`config.mk`:
```
export PLATFORM = sky130hd
export DESIGN_NAME = ldpc_layer_sched
export DESIGN_NICKNAME = d
export VERILOG_FILES = /design/src/rtl/ldpc_pkg.sv /design/src/rtl/ldpc_layer_sched.sv
export SDC_FILE = /design/constraint.sdc
export NUM_CORES = 1
export LEC_CHECK = 0
export ABC_CLOCK_PERIOD_IN_PS = 2400
export CAP_MARGIN = 10
export CORE_MARGIN = 4
export CORE_UTILIZATION = 45
export CTS_BUF_LIST = sky130_fd_sc_hd__clkbuf_4 sky130_fd_sc_hd__clkbuf_8
export CTS_CLUSTER_DIAMETER = 50
export DETAILED_ROUTE_END_ITERATION = 16
export GPL_TIMING_DRIVEN = 1
export PLACE_DENSITY_LB_ADDON = 0.12
export SLEW_MARGIN = 40
export SYNTH_ARGS = -nofsm -noshare
export SYNTH_HDL_FRONTEND = slang
export SYNTH_SLANG_ARGS = --single-unit
```
`constraint.sdc`:
```
create_clock -name clk -period 2.4 [get_ports clk]
set_input_delay 0.24 -clock clk [delete_from_list [all_inputs] [get_ports clk]]
set_output_delay 0.24 -clock clk [all_outputs]
set_load 0.02 [all_outputs]
```
`src/rtl/ldpc_pkg.sv`:
```
// Shared types and helpers for the LDPC layered-decoding scheduler:
// FSM state encoding, default null-circulant value and a safe width helper.
package ldpc_pkg;

    typedef enum logic [2:0] {
        StIdle,
        StFetch,
        StIssue,
        StLayerWait,
        StIterEnd,
        StDone
    } sched_state_e;

    localparam int unsigned LDPC_DATA_W = 8;
    localparam logic [LDPC_DATA_W-1:0] NULL_SHIFT = '1;

    // Width of a counter/index covering 0..n-1; never narrower than one bit.
    function automatic int unsigned width_of(int unsigned n);
        return (n > 1) ? $clog2(n) : 1;
    endfunction

endpackage

```
`src/rtl/ldpc_layer_sched.sv`:
```
// Layered LDPC scheduler: walks the base matrix layer by layer, issues one {shift,row,col}
// command per entry and iterates until syndrome_ok or MAX_ITER. Optional macro: SKIP_NULL_EN.
module ldpc_layer_sched
    import ldpc_pkg::*;
#(
    parameter int unsigned DATA_W   = 8,
    parameter int unsigned D        = 5,
    parameter int unsigned ROWS     = 4,
    parameter int unsigned COLS     = 8,
    parameter int unsigned MAX_ITER = 10,
    localparam int unsigned AW = width_of(ROWS * COLS),
    localparam int unsigned RW = width_of(ROWS),
    localparam int unsigned CW = width_of(COLS),
    localparam int unsigned IW = width_of(MAX_ITER + 1)
) (
    input  logic              clk,
    input  logic              rst,
    input  logic              start,
    output logic [AW-1:0]     bm_addr,
    input  logic [DATA_W-1:0] bm_shift,
    output logic              out_valid,
    input  logic              out_ready,
    output logic [DATA_W-1:0] out_shift,
    output logic [RW-1:0]     out_row,
    output logic [CW-1:0]     out_col,
    input  logic              layer_done,
    input  logic              syndrome_ok,
    output logic              busy,
    output logic              done,
    output logic [IW-1:0]     iters_used,
    output logic              shift_err
);

    localparam logic [DATA_W-1:0] NULL_W = {DATA_W{1'b1}};

    sched_state_e      state_q, state_d;
    logic [RW-1:0]     row_q, row_d;
    logic [CW-1:0]     col_q, col_d;
    logic [IW-1:0]     iter_q, iter_d;
    logic [IW-1:0]     used_q, used_d;
    logic              err_q, err_d;
    logic [DATA_W-1:0] shift_q;
    // High in the first ISSUE cycle of an entry, when bm_shift holds that entry's ROM word.
    logic              fresh_q;

    logic              raw_null;
    logic              raw_illegal;
    logic [DATA_W-1:0] clean_shift;
    logic              skip;
    logic              accept;

    assign raw_null    = (bm_shift == NULL_W);
    assign raw_illegal = !raw_null && (32'(bm_shift) >= D);
    assign clean_shift = raw_illegal ? NULL_W : bm_shift;

`ifdef SKIP_NULL_EN
    assign skip = (state_q == StIssue) && fresh_q && raw_null;
`else
    assign skip = 1'b0;
`endif

    // Skipped null entries advance the column without a handshake.
    assign accept = (state_q == StIssue) && (skip || out_ready);

    assign bm_addr    = AW'(row_q) * AW'(COLS) + AW'(col_q);
    assign out_valid  = (state_q == StIssue) && !skip;
    assign out_shift  = fresh_q ? clean_shift : shift_q;
    assign out_row    = row_q;
    assign out_col    = col_q;
    assign busy       = (state_q != StIdle);
    assign done       = (state_q == StDone);
    assign iters_used = used_q;
    assign shift_err  = err_q;

    always_comb begin
        state_d = state_q;
        row_d   = row_q;
        col_d   = col_q;
        iter_d  = iter_q;
        used_d  = used_q;
        err_d   = err_q;
        unique case (state_q)
            StIdle: begin
                if (start) begin
                    row_d   = '0;
                    col_d   = '0;
                    iter_d  = '0;
                    used_d  = '0;
                    err_d   = 1'b0;
                    state_d = StFetch;
                end
            end
            StFetch: begin
                state_d = StIssue;
            end
            StIssue: begin
                if (fresh_q && raw_illegal) begin
                    err_d = 1'b1;
                end
                if (accept) begin
                    if (col_q == CW'(COLS - 1)) begin
                        col_d   = '0;
                        state_d = StLayerWait;
                    end else begin
                        col_d   = col_q + CW'(1);
                        state_d = StFetch;
                    end
                end
            end
            StLayerWait: begin
                if (layer_done) begin
                    if (row_q == RW'(ROWS - 1)) begin
                        row_d   = '0;
                        state_d = StIterEnd;
                    end else begin
                        row_d   = row_q + RW'(1);
                        state_d = StFetch;
                    end
                end
            end
            StIterEnd: begin
                iter_d = iter_q + IW'(1);
                if (syndrome_ok || (32'(iter_q) + 32'd1 == MAX_ITER)) begin
                    used_d  = iter_q + IW'(1);
                    state_d = StDone;
                end else begin
                    state_d = StFetch;
                end
            end
            StDone: begin
                state_d = StIdle;
            end
            default: begin
                state_d = StIdle;
            end
        endcase
    end

    always_ff @(posedge clk) begin
        if (rst) begin
            state_q <= StIdle;
            row_q   <= '0;
            col_q   <= '0;
            iter_q  <= '0;
            used_q  <= '0;
            err_q   <= 1'b0;
            shift_q <= '0;
            fresh_q <= 1'b0;
        end else begin
            state_q <= state_d;
            row_q   <= row_d;
            col_q   <= col_d;
            iter_q  <= iter_d;
            used_q  <= used_d;
            err_q   <= err_d;
            fresh_q <= (state_q == StFetch);
            // Capture the ROM word so the command stays stable while out_ready is low.
            if (fresh_q) begin
                shift_q <= clean_shift;
            end
        end
    end

endmodule
```
==> results of run 1 <==
==> layer usage <==
layer	vias to the layer above	part of all wire [%]
li1	674	-
met1	598	44
met2	19	52
met3	2	3.4
met4	0	0.57
met5	-	0
==> cell type report <==
| cell class | count | area, sq um |
|---|---|---|
| Clock buffer | 3 | 22.52 |
| Clock inverter | 1 | 30.03 |
| Fill cell | 302 | 1175 |
| Inverter | 3 | 11.26 |
| Multi-Input combinational cell | 121 | 803.3 |
| Sequential cell | 26 | 520.5 |
| Tap cell | 44 | 55.05 |
| Timing Repair Buffer | 45 | 435.4 |
==> worst max-delay path, delay by kind of cell (launching register included) <==
| kind | cells | cell delay [ns] |
|---|---|---|
| buf+inv | 1 | 0.54 |
| flops | 1 | 0.72 |
| simple gates | 2 | 0.36 |
==> sequential cells by signal, summed over array words and instances, names as in the netlist <==
register / count
iter_q: 4
shift_q: 8
fresh_q: 1
out_col: 3
out_row: 2
shift_err: 1
iters_used: 4
state_q: 3
==> layout by cell type (no fill, tap or decap), drive strengths merged, types with 4 or more instances in the layout <==
cell type      count
clkdlybuf4s50     39
buf                6
dfxtp             26
o21ai              9
nand3              5
ha                 5
nand2             12
mux2i             10
or3                4
nor2              10
a21oi             20
==> cells by family after synthesis <==
family	share of synthesized area (%)
and+or+nand+nor	24.13
adders and majority gates	4.355
muxes	6.969
DFF	36.24
AOI/OAI and AO/OA	19.25
xor gates and xnor gates	1.220
buffers and inverters	7.840
==> synth_stat cells (all sizes together), types with 2 or more instances <==
cell type   n
clkbuf      5
nor3b       3
and2        2
a21oi      20
dfxtp      26
inv         3
nand2      12
nand2b      3
a211oi      2
o21ai       9
or3         4
buf        12
o211ai      2
a22o        2
nor4b       2
nor2       10
nand4       2
nand3       5
mux2i      10
ha          5
or4         3
nor4        2
nor3        2
==> worst max path at each step <==
stage          slack, ns                    start  depth (start not counted)                    endpoint
3_3_place_gp       -0.06              bm_shift[4]                          5                out_shift[4]
5_1_grt             0.09  state_q[2]$_SDFFE_PP0P_                          3                   out_valid
3_5_place_dp       -0.09              bm_shift[4]                          5                out_shift[6]
6_report            0.22  state_q[2]$_SDFFE_PP0P_                          3                   out_valid
2_1_floorplan       0.68   iter_q[0]$_SDFFE_PP0P_                          6  iters_used[3]$_SDFFE_PP0P_
4_1_cts             0.21  state_q[2]$_SDFFE_PP0P_                          3                   out_valid
==> power by group through the flow <==
stage / combinational (W) / clock [W] / sequential, W
6_report: 0.000303 / 0.000299 / 0.000488
5_1_grt: 0.000327 / 0.000327 / 0.000492
4_1_cts: 0.000305 / 0.000310 / 0.000487
3_5_place_dp: 0.000300 / 0 / 0.000497
3_3_place_gp: 0.000295 / 0 / 0.000496
2_1_floorplan: 0.000192 / 0 / 0.000479
==> stage by stage <==
step,cell area (sq um),power [W],std cells
after detailed placement,1810,0.0007967,237
final,1878,0.001089,243
after CTS,1878,0.001103,243
after floorplan,1436,0.0006710,167
after global placement,1810,0.0007916,237
after global routing,1878,0.001147,243
==> repair_timing <==
item,4_1_cts,5_1_grt
setup endpoints to repair,8,0
setup buffers,2,0
hold buffers,0,0
==> results.sh, run 1 <==
export IMPL_layout_setup_ws_ns=0.2199
export IMPL_start_util_pct=47.05
export IMPL_vias=1293
export IMPL_cts_sinks=26
export IMPL_grt_busiest_layer="met2"
export IMPL_dp_hpwl_um=2407
export IMPL_synth_distinct_cells=48
export IMPL_synthToLayoutAreaGrowth_pct=30.75
export IMPL_p_clk_share_pct=27.4
export IMPL_wl_per_cell_um=12.94
export IMPL_avgSynthCellArea_sq_um=8.601
export IMPL_ys_seq_elements=26
export IMPL_wl_um=3144
export IMPL_track_usage_pct=15.46
export IMPL_grtUsageMet2_pct=29.51
export IMPL_setup_viol=0
export IMPL_tightestPinTransition_ns=0.5995
export IMPL_r2r_end="iters_used[2]$_SDFFE_PP0P_"
export IMPL_n_antenna_cell=0
export IMPL_seq_area_frac_synth_pct=36.24
export IMPL_rsz0062_at_grt="no"
export IMPL_p_comb_share_pct=27.8
export IMPL_fin_util_pct=61.52
export IMPL_start_kind="flip-flop"
export IMPL_port_buffers=39
export IMPL_clock_latency_ns=0.32
export IMPL_root_buffer="clkbuf_4"
export IMPL_hold_start="iters_used[0]$_SDFFE_PP0P_"
export IMPL_r2r_cells=3
export IMPL_p_sw_w=0.0003112
export IMPL_min_period_ns=2.180
export IMPL_hold_viol=0
export IMPL_synth_top_area_share_pct=36.24
export IMPL_grt_use_met3_pct=2.426
export IMPL_p_seq_share_pct=44.8
export IMPL_hold_path_class="reg2reg"
export IMPL_ff2ff_setup_slack_ns=0.47
export IMPL_setup_worst_path_end_class="output pin"
export IMPL_slew_headroom_pct=59.95
export IMPL_drive_gt1_share_pct=7.035
export IMPL_yosysWarningCount=0
export IMPL_synth_area_sq_um=1436
export IMPL_dieHeight_um=64.50
export IMPL_async_flop_share_pct=0
export IMPL_holdPathStages=2
export IMPL_worstPathArrival_ns=1.94
export IMPL_min_to="iters_used[0]$_SDFFE_PP0P_"
export IMPL_num_nets_final=219
export IMPL_max_freq_mhz=458.7
export IMPL_synth_edff_count=0
export IMPL_num_rows=20
export IMPL_rr_startpoint="state_q[2]$_SDFFE_PP0P_"
export IMPL_cts_resized=0
export IMPL_powerDensity_nw_per_um2=579.9
export IMPL_clk_pin_slew_ns=0.14
export IMPL_dr_pass1_iters=4
export IMPL_drc=0
export IMPL_max_stage_delay_ns=0.72
export IMPL_grt_ovfl_total=0
export IMPL_path_cells="nor2_1 -> and2_1 -> clkdlybuf4s50_1"
export IMPL_antenna_found_initial=0
export IMPL_cts_buffers=3
export IMPL_dp_slack_ns=-0.09347
export IMPL_synth_nets=186
export IMPL_vdd_drop_max_mv=0.2707
export IMPL_worstSetupPathType="reg2out"
export IMPL_grt_max_degree=22
export IMPL_cts_tree="done"
export IMPL_period_share_pct=90.84
export IMPL_drtAntennaViolNets=0
export IMPL_clk_path_buf_depth=2
export IMPL_slowest_stage="dfxtp_1"
export IMPL_synth_top_flop_cell="dfxtp_1"
export IMPL_cap_violations=0
export IMPL_whs_ns=0.4831
export IMPL_initialDrtViolationCount=32
export IMPL_grt_use_met1_pct=17.38
export IMPL_gp_congestion=0.8187
export IMPL_die_area_sq_um=4160
export IMPL_netSwitchingFraction_pct=28.57
export IMPL_htree_levels=1
export IMPL_leakage_nw=0.6971
export IMPL_yosys_area_top_type="dfxtp_1"
export IMPL_slew_violations=0
export IMPL_tns_ns=0
export IMPL_grt_pass1_wl_um=5230
export IMPL_critPathRequiredTime_ns=2.16
export IMPL_core_area_sq_um=3053
export IMPL_vias_per_cell=5.321
export IMPL_syn_inst=167
export IMPL_outcome="complete, no violations"
export IMPL_fin_worst_skew_ns=0.001007
export IMPL_cp_max_fo=21
export IMPL_synthTopCellsByArea="dfxtp_1, a21oi_1, mux2i_1"
export IMPL_die_w_um=64.50
export IMPL_power_internal_w=0.0007779
export IMPL_grt_pass1_vias=1230
export IMPL_io_pins=40
No activity file was read; power rests on OpenSTA's default activity.
==> run 2, diff against run 1 <==
--- a/config.mk
+++ b/config.mk
@@ -7,8 +7,10 @@
 export LEC_CHECK = 0
 export ABC_CLOCK_PERIOD_IN_PS = 2400
 export CAP_MARGIN = 10
+export CELL_PAD_IN_SITES_DETAIL_PLACEMENT = 1
+export CELL_PAD_IN_SITES_GLOBAL_PLACEMENT = 2
 export CORE_MARGIN = 4
-export CORE_UTILIZATION = 45
+export CORE_UTILIZATION = 28
 export CTS_BUF_LIST = sky130_fd_sc_hd__clkbuf_4 sky130_fd_sc_hd__clkbuf_8
 export CTS_CLUSTER_DIAMETER = 50
 export DETAILED_ROUTE_END_ITERATION = 16
==> results.sh, run 2 (synthesized netlist as in run 1, its figures left out) <==
export IMPL_cts_tree="done"
export IMPL_final_common_cell="clkdlybuf4s50_1"
export IMPL_core_area_sq_um=4848
export IMPL_dieHeight_um=79.63
export IMPL_outcome="complete, no violations"
export IMPL_largest_register_ffs=8
export IMPL_fin_worst_skew_ns=0.003967
export IMPL_cts_sinks=26
export IMPL_worstSetupPathType="in2out"
export IMPL_powerDensity_nw_per_um2=566.1
export IMPL_p_seq_share_pct=45.6
export IMPL_grt_pass1_vias=1316
export IMPL_grt_ovfl_total=0
export IMPL_slew_headroom_pct=49.76
export IMPL_drc=0
export IMPL_vdd_drop_max_mv=0.2495
export IMPL_tightestPinTransition_ns=0.7458
export IMPL_dpl_cell_area_sq_um=1847
export IMPL_setup_worst_path_end_class="output pin"
export IMPL_max_stage_delay_ns=0.54
export IMPL_antenna_found_initial=0
export IMPL_power_internal_w=0.0007516
export IMPL_max_freq_mhz=452.1
export IMPL_drtAntennaViolNets=0
export IMPL_start_kind="input port"
export IMPL_initialDrtViolationCount=38
export IMPL_layout_setup_ws_ns=0.1881
export IMPL_grt_use_met1_pct=15.99
export IMPL_slowest_stage="clkdlybuf4s50_1"
export IMPL_clock_latency_ns=0.27
export IMPL_num_rows=25
export IMPL_p_comb_share_pct=28.0
export IMPL_holdBufCountCts=0
export IMPL_n_antenna_cell=0
export IMPL_cp_max_fo=10
export IMPL_rsz0062_at_grt="no"
export IMPL_netSwitchingFraction_pct=30.18
export IMPL_grt_pass1_wl_um=6610
export IMPL_io_pins=40
export IMPL_dp_slack_ns=0.1931
export IMPL_htree_levels=1
export IMPL_final_cell_mix="clkdlybuf4s50_1, dfxtp_1, a21oi_1"
export IMPL_die_area_sq_um=6340
export IMPL_clk_path_buf_depth=2
export IMPL_postLayoutCellArea_sq_um=1902
export IMPL_wl_per_cell_um=14.66
export IMPL_p_sw_w=0.0003249
export IMPL_min_period_ns=2.212
export IMPL_slew_violations=0
export IMPL_grt_use_met3_pct=2.709
export IMPL_cp_common_cell="clkdlybuf4s50_1"
export IMPL_largest_register="shift_q"
export IMPL_drive_gt1_share_pct=6.566
export IMPL_period_share_pct=92.16
export IMPL_cts_setup_buffers=0
export IMPL_die_w_um=79.63
export IMPL_critPathRequiredTime_ns=2.16
export IMPL_port_buffers=39
export IMPL_start_util_pct=29.63
export IMPL_grt_max_degree=22
export IMPL_tns_ns=0
export IMPL_dp_hpwl_um=3039
export IMPL_wl_um=3885
export IMPL_hold_path_class="reg2reg"
export IMPL_root_buffer="clkbuf_8"
export IMPL_cts_resized=0
export IMPL_setup_viol=0
export IMPL_track_usage_pct=13.05
export IMPL_grtUsageMet2_pct=22.87
export IMPL_num_nets_final=218
export IMPL_path_cells="clkdlybuf4s50_1 -> o21ai_0 -> nand3_1 -> o211ai_1 -> buf_4 -> nand2_1 -> clkdlybuf4s50_1"
export IMPL_grt_busiest_layer="met2"
export IMPL_vias_per_cell=5.042
export IMPL_power_w=0.001077
export IMPL_cap_violations=0
export IMPL_synthToLayoutAreaGrowth_pct=32.40
export IMPL_dr_pass1_iters=4
export IMPL_vias=1336
export IMPL_gp_congestion=0.7638
export IMPL_cts_buffers=3
export IMPL_hold_viol=0
export IMPL_worstPathArrival_ns=1.97
export IMPL_clk_pin_slew_ns=0.09
export IMPL_leakage_nw=0.6938
export IMPL_p_clk_share_pct=26.5
run 2: changes by cell type in the layout (fill, tap and decap cells not counted):
cell       delta
clkbuf_4      -3
buf_4         -1
clkbuf_8      +4
bufinv_16     -1
run 2: layout make-up:
class	count	area, sq um
fillers	589	2947
clock buffers	4	55.05
multi-input cells	121	803.3
flip-flops and latches	26	520.5
well taps	67	83.83
inverters	3	11.26
repair buffers	44	427.9
run 2: critical path, delay by kind of cell:
kind	cells	cell delay, ns
buffers and inverters	3	1.19
and+or+nand+nor	2	0.16
AOI/OAI and AO/OA	2	0.37
run 2: power groups by stage:
stage               clock network (W)  logic (W)  registers (W)
floorplan                           0   0.000192       0.000479
global placement                    0   0.000298       0.000501
detailed placement                  0   0.000305       0.000502
CTS                          0.000302   0.000306       0.000491
global route                 0.000318   0.000329       0.000497
finish                       0.000285   0.000301       0.000491
run 2: worst paths after layout:
check,from,cells past startpoint,slack [ns],endpoint
max,bm_shift[1],7,0.19,out_shift[3]
min,iters_used[0]$_SDFFE_PP0P_,2,0.48,iters_used[0]$_SDFFE_PP0P_
max reg2reg,state_q[2]$_SDFFE_PP0P_,3,0.42,iters_used[2]$_SDFFE_PP0P_
min reg2reg,iters_used[0]$_SDFFE_PP0P_,2,0.48,iters_used[0]$_SDFFE_PP0P_
run 2: layer usage:
layer / part of all wire [%] / vias to the layer above
met2: 51 / 22
li1: - / 668
met4: 0.93 / 0
met1: 44 / 642
met5: 0 / -
met3: 3.8 / 4
run 2: through the flow:
step	util, %	hold slack, ns	std cells
6_report	39.23	0.4839	265
3_3_place_gp	38.09	0.4645	261
2_1_floorplan	-	0.4318	167
3_5_place_dp	38.09	0.4725	261
5_1_grt	39.23	0.5170	265
4_1_cts	39.23	0.4859	265
